## config.mk

```make
export PLATFORM = sky130hd
export DESIGN_NAME = instr_decode_fsm_flat
export DESIGN_NICKNAME = d
export VERILOG_FILES = /design/src/rtl/instr_decode_if.sv /design/src/rtl/instr_decode_fsm.sv /design/src/flat_wrapper.sv
export SDC_FILE = /design/constraint.sdc
export NUM_CORES = 1
export LEC_CHECK = 0
export BUFFER_PORTS_ARGS = -buffer_cell sky130_fd_sc_hd__buf_4
export CAP_MARGIN = 25
export CORE_MARGIN = 5
export CORE_UTILIZATION = 47
export CTS_BUF_LIST = sky130_fd_sc_hd__clkbuf_16
export CTS_CLUSTER_SIZE = 25
export DETAILED_ROUTE_END_ITERATION = 12
export MAX_ROUTING_LAYER = met4
export PLACE_DENSITY = 0.85
export SKIP_LAST_GASP = 1
export SYNTH_ARGS = -nofsm -noshare
export SYNTH_HDL_FRONTEND = slang
export SYNTH_SLANG_ARGS = --single-unit
```

## constraint.sdc

```tcl
create_clock -name clk -period 2.28 [get_ports clk]
set_clock_uncertainty 0.1 [all_clocks]
set_input_delay 0.456 -clock clk [delete_from_list [all_inputs] [get_ports clk]]
set_output_delay 0.456 -clock clk [all_outputs]
set_load 0.005 [all_outputs]
```

## src/rtl/instr_decode_if.sv

```systemverilog
// Instruction-source / datapath-control bundle for instr_decode_fsm.
// The master drives instructions (in/load/s); the slave (decoder) drives the datapath controls.
interface instr_decode_if #(
    parameter int DATA_W = 16
) ();
    logic [DATA_W-1:0] in;
    logic              load;
    logic              s;
    logic              w;
    logic [2:0]        readnum;
    logic [2:0]        writenum;
    logic              write;
    logic              loada;
    logic              loadb;
    logic              loadc;
    logic              loads;
    logic              asel;
    logic              bsel;
    logic [1:0]        ALUop;
    logic [1:0]        shift;
    logic [2:0]        vsel;
    logic [DATA_W-1:0] sximm5;
    logic [DATA_W-1:0] sximm8;

    modport master (
        output in, load, s,
        input  w, readnum, writenum, write, loada, loadb, loadc, loads,
               asel, bsel, ALUop, shift, vsel, sximm5, sximm8
    );

    modport slave (
        input  in, load, s,
        output w, readnum, writenum, write, loada, loadb, loadc, loads,
               asel, bsel, ALUop, shift, vsel, sximm5, sximm8
    );
endinterface

```

## src/rtl/instr_decode_fsm.sv

```systemverilog
// Instruction register and control sequencer for the 16-bit CPU datapath.
// Decodes MOV/ADD/CMP/AND/MVN and steps the datapath one control phase per clock.
//
// state    | meaning
// WAIT     | idle, w=1; IR loadable, s starts the instruction
// DECODE   | one cycle to classify IR
// GET_A    | read Rn into A
// GET_B    | read Rm into B
// EXEC     | ALU/shifter operation; C or status register captured
// WR_REG   | write C into Rd
// WR_IMM   | write sximm8 into Rn
module instr_decode_fsm #(
    parameter int DATA_W = 16
) (
    input logic           clk,
    input logic           reset,
    instr_decode_if.slave bus
);

    typedef enum logic [2:0] {
        S_WAIT,
        S_DECODE,
        S_GET_A,
        S_GET_B,
        S_EXEC,
        S_WR_REG,
        S_WR_IMM
    } state_t;

    state_t            state_q, state_d;
    logic [DATA_W-1:0] ir_q, ir_d;

    logic [2:0] opcode;
    logic [1:0] op;
    logic [2:0] rn;
    logic [2:0] rd;
    logic [1:0] sh;
    logic [2:0] rm;

    assign opcode = ir_q[15:13];
    assign op     = ir_q[12:11];
    assign rn     = ir_q[10:8];
    assign rd     = ir_q[7:5];
    assign sh     = ir_q[4:3];
    assign rm     = ir_q[2:0];

    logic is_mov_imm;
    logic is_mov_reg;
    logic is_alu;
    logic is_cmp;
    logic is_mvn;
    logic needs_a;

    assign is_mov_imm = (opcode == 3'b110) && (op == 2'b10);
    assign is_mov_reg = (opcode == 3'b110) && (op == 2'b00);
    assign is_alu     = (opcode == 3'b101);
    assign is_cmp     = is_alu && (op == 2'b01);
    assign is_mvn     = is_alu && (op == 2'b11);
    assign needs_a    = is_alu && !is_mvn;

    // IR is only writable while idle so an in-flight instruction never changes under the datapath.
    always_comb begin
        ir_d = ir_q;
        if (state_q == S_WAIT && bus.load) begin
            ir_d = bus.in;
        end
    end

    always_comb begin
        state_d = state_q;
        case (state_q)
            S_WAIT: begin
                if (bus.s) begin
                    state_d = S_DECODE;
                end
            end
            S_DECODE: begin
                if (is_mov_imm) begin
                    state_d = S_WR_IMM;
                end else if (is_mov_reg || is_mvn) begin
                    state_d = S_GET_B;
                end else if (needs_a) begin
                    state_d = S_GET_A;
                end else begin
                    state_d = S_WAIT;
                end
            end
            S_GET_A:  state_d = S_GET_B;
            S_GET_B:  state_d = S_EXEC;
            S_EXEC:   state_d = is_cmp ? S_WAIT : S_WR_REG;
            S_WR_REG: state_d = S_WAIT;
            S_WR_IMM: state_d = S_WAIT;
            default:  state_d = S_WAIT;
        endcase
    end

    always_ff @(posedge clk or posedge reset) begin
        if (reset) begin
            state_q <= S_WAIT;
            ir_q    <= '0;
        end else begin
            state_q <= state_d;
            ir_q    <= ir_d;
        end
    end

    logic       w_d;
    logic [2:0] readnum_d;
    logic [2:0] writenum_d;
    logic       write_d;
    logic       loada_d;
    logic       loadb_d;
    logic       loadc_d;
    logic       loads_d;
    logic       asel_d;
    logic       bsel_d;
    logic [1:0] aluop_d;
    logic [1:0] shift_d;
    logic [2:0] vsel_d;

    // Moore outputs: decoded from the current state and IR only.
    always_comb begin
        w_d        = 1'b0;
        readnum_d  = 3'b000;
        writenum_d = 3'b000;
        write_d    = 1'b0;
        loada_d    = 1'b0;
        loadb_d    = 1'b0;
        loadc_d    = 1'b0;
        loads_d    = 1'b0;
        asel_d     = 1'b0;
        bsel_d     = 1'b0;
        aluop_d    = 2'b00;
        shift_d    = 2'b00;
        vsel_d     = 3'b000;
        case (state_q)
            S_WAIT: begin
                w_d = 1'b1;
            end
            S_GET_A: begin
                readnum_d = rn;
                loada_d   = 1'b1;
            end
            S_GET_B: begin
                readnum_d = rm;
                loadb_d   = 1'b1;
            end
            S_EXEC: begin
                shift_d = sh;
                if (is_mov_reg) begin
                    asel_d  = 1'b1;
                    aluop_d = 2'b00;
                end else begin
                    aluop_d = op;
                end
                if (is_cmp) begin
                    loads_d = 1'b1;
                end else begin
                    loadc_d = 1'b1;
                end
            end
            S_WR_REG: begin
                writenum_d = rd;
                vsel_d     = 3'b000;
                write_d    = 1'b1;
            end
            S_WR_IMM: begin
                writenum_d = rn;
                vsel_d     = 3'b010;
                write_d    = 1'b1;
            end
            default: begin
            end
        endcase
    end

    assign bus.w        = w_d;
    assign bus.readnum  = readnum_d;
    assign bus.writenum = writenum_d;
    assign bus.write    = write_d;
    assign bus.loada    = loada_d;
    assign bus.loadb    = loadb_d;
    assign bus.loadc    = loadc_d;
    assign bus.loads    = loads_d;
    assign bus.asel     = asel_d;
    assign bus.bsel     = bsel_d;
    assign bus.ALUop    = aluop_d;
    assign bus.shift    = shift_d;
    assign bus.vsel     = vsel_d;
    assign bus.sximm5   = {{(DATA_W-5){ir_q[4]}}, ir_q[4:0]};
    assign bus.sximm8   = {{(DATA_W-8){ir_q[7]}}, ir_q[7:0]};

endmodule

```

## src/flat_wrapper.sv

```systemverilog
// flat-port wrapper written by rule: the top's interface ports become plain ports
module instr_decode_fsm_flat 
#(
    parameter int DATA_W = 16
)
  (clk, reset, bus_in, bus_load, bus_s, bus_w, bus_readnum, bus_writenum, bus_write, bus_loada, bus_loadb, bus_loadc, bus_loads, bus_asel, bus_bsel, bus_ALUop, bus_shift, bus_vsel, bus_sximm5, bus_sximm8);
  instr_decode_if #(.DATA_W(DATA_W)) bus_i ();
  input logic clk;
  input logic reset;
  input wire logic [$bits(bus_i.in)-1:0] bus_in;
  input wire logic [$bits(bus_i.load)-1:0] bus_load;
  input wire logic [$bits(bus_i.s)-1:0] bus_s;
  output wire logic [$bits(bus_i.w)-1:0] bus_w;
  output wire logic [$bits(bus_i.readnum)-1:0] bus_readnum;
  output wire logic [$bits(bus_i.writenum)-1:0] bus_writenum;
  output wire logic [$bits(bus_i.write)-1:0] bus_write;
  output wire logic [$bits(bus_i.loada)-1:0] bus_loada;
  output wire logic [$bits(bus_i.loadb)-1:0] bus_loadb;
  output wire logic [$bits(bus_i.loadc)-1:0] bus_loadc;
  output wire logic [$bits(bus_i.loads)-1:0] bus_loads;
  output wire logic [$bits(bus_i.asel)-1:0] bus_asel;
  output wire logic [$bits(bus_i.bsel)-1:0] bus_bsel;
  output wire logic [$bits(bus_i.ALUop)-1:0] bus_ALUop;
  output wire logic [$bits(bus_i.shift)-1:0] bus_shift;
  output wire logic [$bits(bus_i.vsel)-1:0] bus_vsel;
  output wire logic [$bits(bus_i.sximm5)-1:0] bus_sximm5;
  output wire logic [$bits(bus_i.sximm8)-1:0] bus_sximm8;
  assign bus_i.in = bus_in;
  assign bus_i.load = bus_load;
  assign bus_i.s = bus_s;
  assign bus_w = bus_i.w;
  assign bus_readnum = bus_i.readnum;
  assign bus_writenum = bus_i.writenum;
  assign bus_write = bus_i.write;
  assign bus_loada = bus_i.loada;
  assign bus_loadb = bus_i.loadb;
  assign bus_loadc = bus_i.loadc;
  assign bus_loads = bus_i.loads;
  assign bus_asel = bus_i.asel;
  assign bus_bsel = bus_i.bsel;
  assign bus_ALUop = bus_i.ALUop;
  assign bus_shift = bus_i.shift;
  assign bus_vsel = bus_i.vsel;
  assign bus_sximm5 = bus_i.sximm5;
  assign bus_sximm8 = bus_i.sximm8;
  instr_decode_fsm #(.DATA_W(DATA_W)) u_core (.clk(clk), .reset(reset), .bus(bus_i));
endmodule
```

**Word level (Yosys, flattened, before mapping)**

Cells that the tools add are included.

- Add/sub/neg operators: 0
- Multipliers: 0
- Divide/modulo/power cells: 0
- $lt $le $gt $ge: 0
- Eq/ne operators: 12
- Shift operators: 0
- Mux-type cells: 22
- Bitwise logic cells: 0
- Reductions and logical operators: 11

Operator list:

| cell | count |
|---|---|
| equality test 3 bit (second input constant) | 5 |
| one-hot mux 3 bit (5 select lines) | 1 |
| 2-to-1 mux 3 bit | 4 |
| one-hot mux 3 bit (2 select lines) | 2 |
| 2-to-1 mux 1 bit | 10 |
| 2-to-1 mux 2 bit | 5 |
| equality test 3 x 2 -> 1 bit (second input constant) | 2 |
| logical AND 1 bit | 6 |
| equality test 2 bit (second input constant) | 2 |
| equality test 3 x 1 -> 1 bit (second input constant) | 1 |
| zero test 3 bit | 1 |
| equality test 2 x 1 -> 1 bit (second input constant) | 1 |
| zero test 2 bit | 1 |
| != test 2 bit (second input constant) | 1 |
| OR reduction 2 bit | 1 |
| zero test 1 bit | 1 |
| logical OR 1 bit | 1 |

- Bits in registers: 19
- Latch bits: 0
- Memory bits (writable): 0
- Bits in read-only memories: 0
- Output and inout port bits: 53
- Logic and storage cells: 47
- Memories kept: 0

**Longest topological paths before layout**

- Depth after elaboration: 8
- Gate-level depth with buffers: 6
- Depth with buffers taken out: 3

**Least setup slack after synthesis**

Ideal clock, no wire load.

- Path kind: register to output
- Start point: register u_core.state_q[0]
- End point: output bus_readnum[0]
- Arrival: 1.231 ns
- Required time: 1.724 ns
- Path slack: 0.493 ns
- Cell stages (with the launch flop): 5
- Buffers on the path: 1
- Path through: dfrtp_1 > clkbuf_8 > and2b_2 > nor2b_1 > a22o_1

- Cells in the longest elaborated chain, start to end: 2
- Elaborated cells on any way between the ends: 3
- Classes of those cells: eq/ne: 2; mux: 1

RTL lines:

| element | RTL line | RTL |
|---|---|---|
| start, declared | instr_decode_fsm.sv:30 | `state_t state_q, state_d;` |
| start signal, assigned | instr_decode_fsm.sv:102 | `state_q <= state_d;` |
| equality test 3 x 2 -> 1 bit | instr_decode_fsm.sv:136 | `case (state_q)` |
| one-hot mux 3 bit (2 select lines) (*) | instr_decode_fsm.sv:136 |  |
| end, declared | flat_wrapper.sv:14 | `output wire logic [$bits(bus_i.readnum)-1:0] bus_readnum;` |

Mark *: on every way between the ends. The rest lies on a longest branch, timed or not.

**Worst setup path after layout**

- Start point: register u_core.state_q[1]
- End point: output bus_readnum[2]

Same word-level chain as after synthesis.

==> impl_results.md <==
* Overall routing resource usage at 15.76%
* Mapped Avg Cell Area at 10.77 um^2
* Leading area contributor after synthesis: dfrtp_1
* Worst setup endpoint: bus_readnum[2]
* Hpwl dp at 2336 um
* Via density at 4.974
* Setup Buffers After CTS at 0
* CTS Buf Count at 3
* Met3 Use GR at 4.856%
* Buffers added on ports at 69
* Starting Density at 48.11%
* Routed vias at 940
* Combinational Power Share at 54.1%
* Die Y at 62.44 um
* Initial detailed-routing violation count at 22
* Final instance area at 0.001642 mm^2
* Cell Int Power at 1594 uW
* Ranking of synthesized cells by area: dfrtp_1 37%, buf_4 20%, mux2_4 10%
* Met1 GRT Util at 15.27%
* Yosys warns at 0
* Gpl congestion at 0.7314
* IO Pins at 73
* Final Max Tran Viols at 0
* Crit path DAT at 1.58 ns
* Clock share of power at 14.8%
* Highest ir drop seen on vdd at 0.001072 V
* Fillers at 218
* Reg2Reg Depth at 3
* Most frequent cells in the layout: 71 x buf_4, 19 x dfrtp_1, 9 x mux2_4, 7 x mux2_2, 5 x and2_1
* Post-route ant nets at 0
* Status: complete, no violations
* Clock transition at path regs at 0.05 ns
* Clk_lat worst skew at 0.25 ns
* Worst setup SP type: flip-flop
* Psw at 863.6 uW
* Clk buf depth at 2
* Power per Cell Area at 1497 mW/mm^2
* Area of the core at 0.002686 mm^2
* Worst hold slack at 0.2277 ns
* Nets at 179
* Synthesized area at 0.001292 mm^2
* Grt peak-use layer: met2
* RR Startpoint: u_core.state_q[2]$_DFFE_PP0P_
* Drt total wl at 3036 um
* Worst Tran Pin Value at 0.7268 ns
* Antenna Cells at 0
* Crit-path max FO at 8
* Final min period at 2.132 ns
* Crit Path Class: flip-flop to primary output
* Register bit total from synthesis at 19
* Root Driver: clkbuf_16
* # setup viols final at 0
* Die Area at 0.003899 mm^2
* Mapped Cells at 120
* Post-CTS Hold Fix Bufs at 0
* Synth top area share at 36.79%
* Max Clock Freq at 469.1 MHz
* Reg2Reg Setup Slack at 0.46 ns
* Clock Sinks at 19
* Seq pwr share at 31.1%
* RR Endpoint: u_core.ir_q[0]$_DFFE_PP0P_
* Crit. End Element: primary output
* Met2 usage at 29.15%
* WP data required at 1.72 ns
* Htree depth at 1
* Seq/Total Area, Yosys at 36.79%
* Post-CTS sizing at 0
* Die W at 62.44 um
* Final Hold Fails at 0
* Pleak at 0.0008424 uW
* CTS tree: yes
* GRT Residual Overflow at 0
* Yosys cell types at 31
* Max_slew headroom at 51.49%
* Initial DRT Pass Iterations at 4
* Post-layout util at 61.11%
* Dpl cell area at 0.001560 mm^2
* # Max-Cap Violations at 0
* Final worst-path cycle share at 93.49%
* Drt drc at 0
* Worst Setup SP: u_core.state_q[1]$_DFFE_PP0P_
* Most common cell after layout, fill and taps aside: buf_4
* Largest net degree at the start of global routing at 20
* HP Class: primary input to asynchronous set/reset pin
* Layout area overhead at 27.01%
* RSZ-0062 raised after global routing: yes
* Post-DR wirelength/cell at 16.06 um
* Layout cells sized above 1 at 60.13%
* First-pass GRT wire length at 4754 um
* Sw Ratio at 35.14%
* Row count at 19
* Initial antenna violation count at 0
* Vias in the first global route at 1002
## stage by stage
| stage | power [uW] | worst slack, ns | instances | setup TNS, ns |
|---|---|---|---|---|
| after floorplan | 1817 | 0.4932 | 122 | 0 |
| after global placement | 2040 | 0.4714 | 185 | 0 |
| after global routing | 2616 | -0.0004370 | 189 | -0.0004370 |
| final | 2457 | 0.1483 | 189 | 0 |
| after detailed placement | 2098 | 0.4162 | 185 | 0 |
| after CTS | 2478 | 0.1078 | 189 | 0 |
## worst max-delay path, cell delays in order, from the launching register on
cell	delay (ns)
dfrtp_1	0.46
and2b_2	0.27
nor2b_2	0.19
a22o_1	0.27
buf_4	0.14
## power by group through the flow
stage               Sequential (uW)  Clock (uW)  Combinational [uW]
detailed placement              758           0                1340
global route                    804         383                1430
CTS                             758         370                1350
finish                          764         364                1330
floorplan                       675           0                1140
global placement                735           0                1300
## cell usage after synthesis, drive strengths merged
cell    count
nand2       2
o221ai      1
nand3       2
a41o        1
o21ai       4
conb        1
dfrtp      19
nor2b       4
mux2       16
clkbuf      2
nor3        3
nand4b      1
o211ai      1
o21a        1
nand2b      1
and2        6
inv         3
buf        37
a22oi       3
and2b       2
nand3b      1
nor3b       1
nor2        4
a22o        3
or3b        1
## cell families (layout without fill, tap and decap cells)
| group | Yosys count | in the layout | share of synthesized area, % |
|---|---|---|---|
| buffers and inverters | 42 | 78 | 24.98 |
| and+or+nand+nor | 28 | 28 | 13.46 |
| DFF | 19 | 19 | 36.79 |
| muxes | 16 | 16 | 16.55 |
| AOI/OAI and AO/OA | 14 | 14 | 7.939 |
| other | 1 | 3 | 0.2901 |
## area by class of cell
cell class                 count  area (um^2)  share of cell area (%)
timing repair buffer          71        533.0                   32.47
multi-input combinational     61        504.2                   30.72
sequential                    19        475.5                   28.96
clock buffer                   3        75.07                   4.573
tap                           31        38.79                   2.363
inverter                       3        11.26                  0.6860
clock inverter                 1        3.754                  0.2287
## registers in the layout, summed over array words and instances (netlist names)
signal	cells
u_core.ir_q	16
u_core.state_q	3
## worst min path at each step
stage / endpoint / start / slack, ns / depth (start not counted)
after floorplan: u_core.ir_q[0]$_DFFE_PP0P_ / reset / 0.31 / 1
final: u_core.ir_q[2]$_DFFE_PP0P_ / reset / 0.23 / 2
after detailed placement: u_core.ir_q[9]$_DFFE_PP0P_ / u_core.ir_q[9]$_DFFE_PP0P_ / 0.43 / 1
after CTS: u_core.ir_q[12]$_DFFE_PP0P_ / reset / 0.26 / 2
after global routing: u_core.ir_q[2]$_DFFE_PP0P_ / reset / 0.32 / 2
after global placement: u_core.ir_q[14]$_DFFE_PP0P_ / u_core.ir_q[14]$_DFFE_PP0P_ / 0.43 / 1
## layer usage
metal | routed length [um] | vias to the layer above
met4 | 51 | 0
met2 | 1625 | 43
met3 | 249 | 5
met1 | 1110 | 446
met5 | 0 | -
li1 | - | 446
Note: power is estimated with default switching activity, not from simulation.
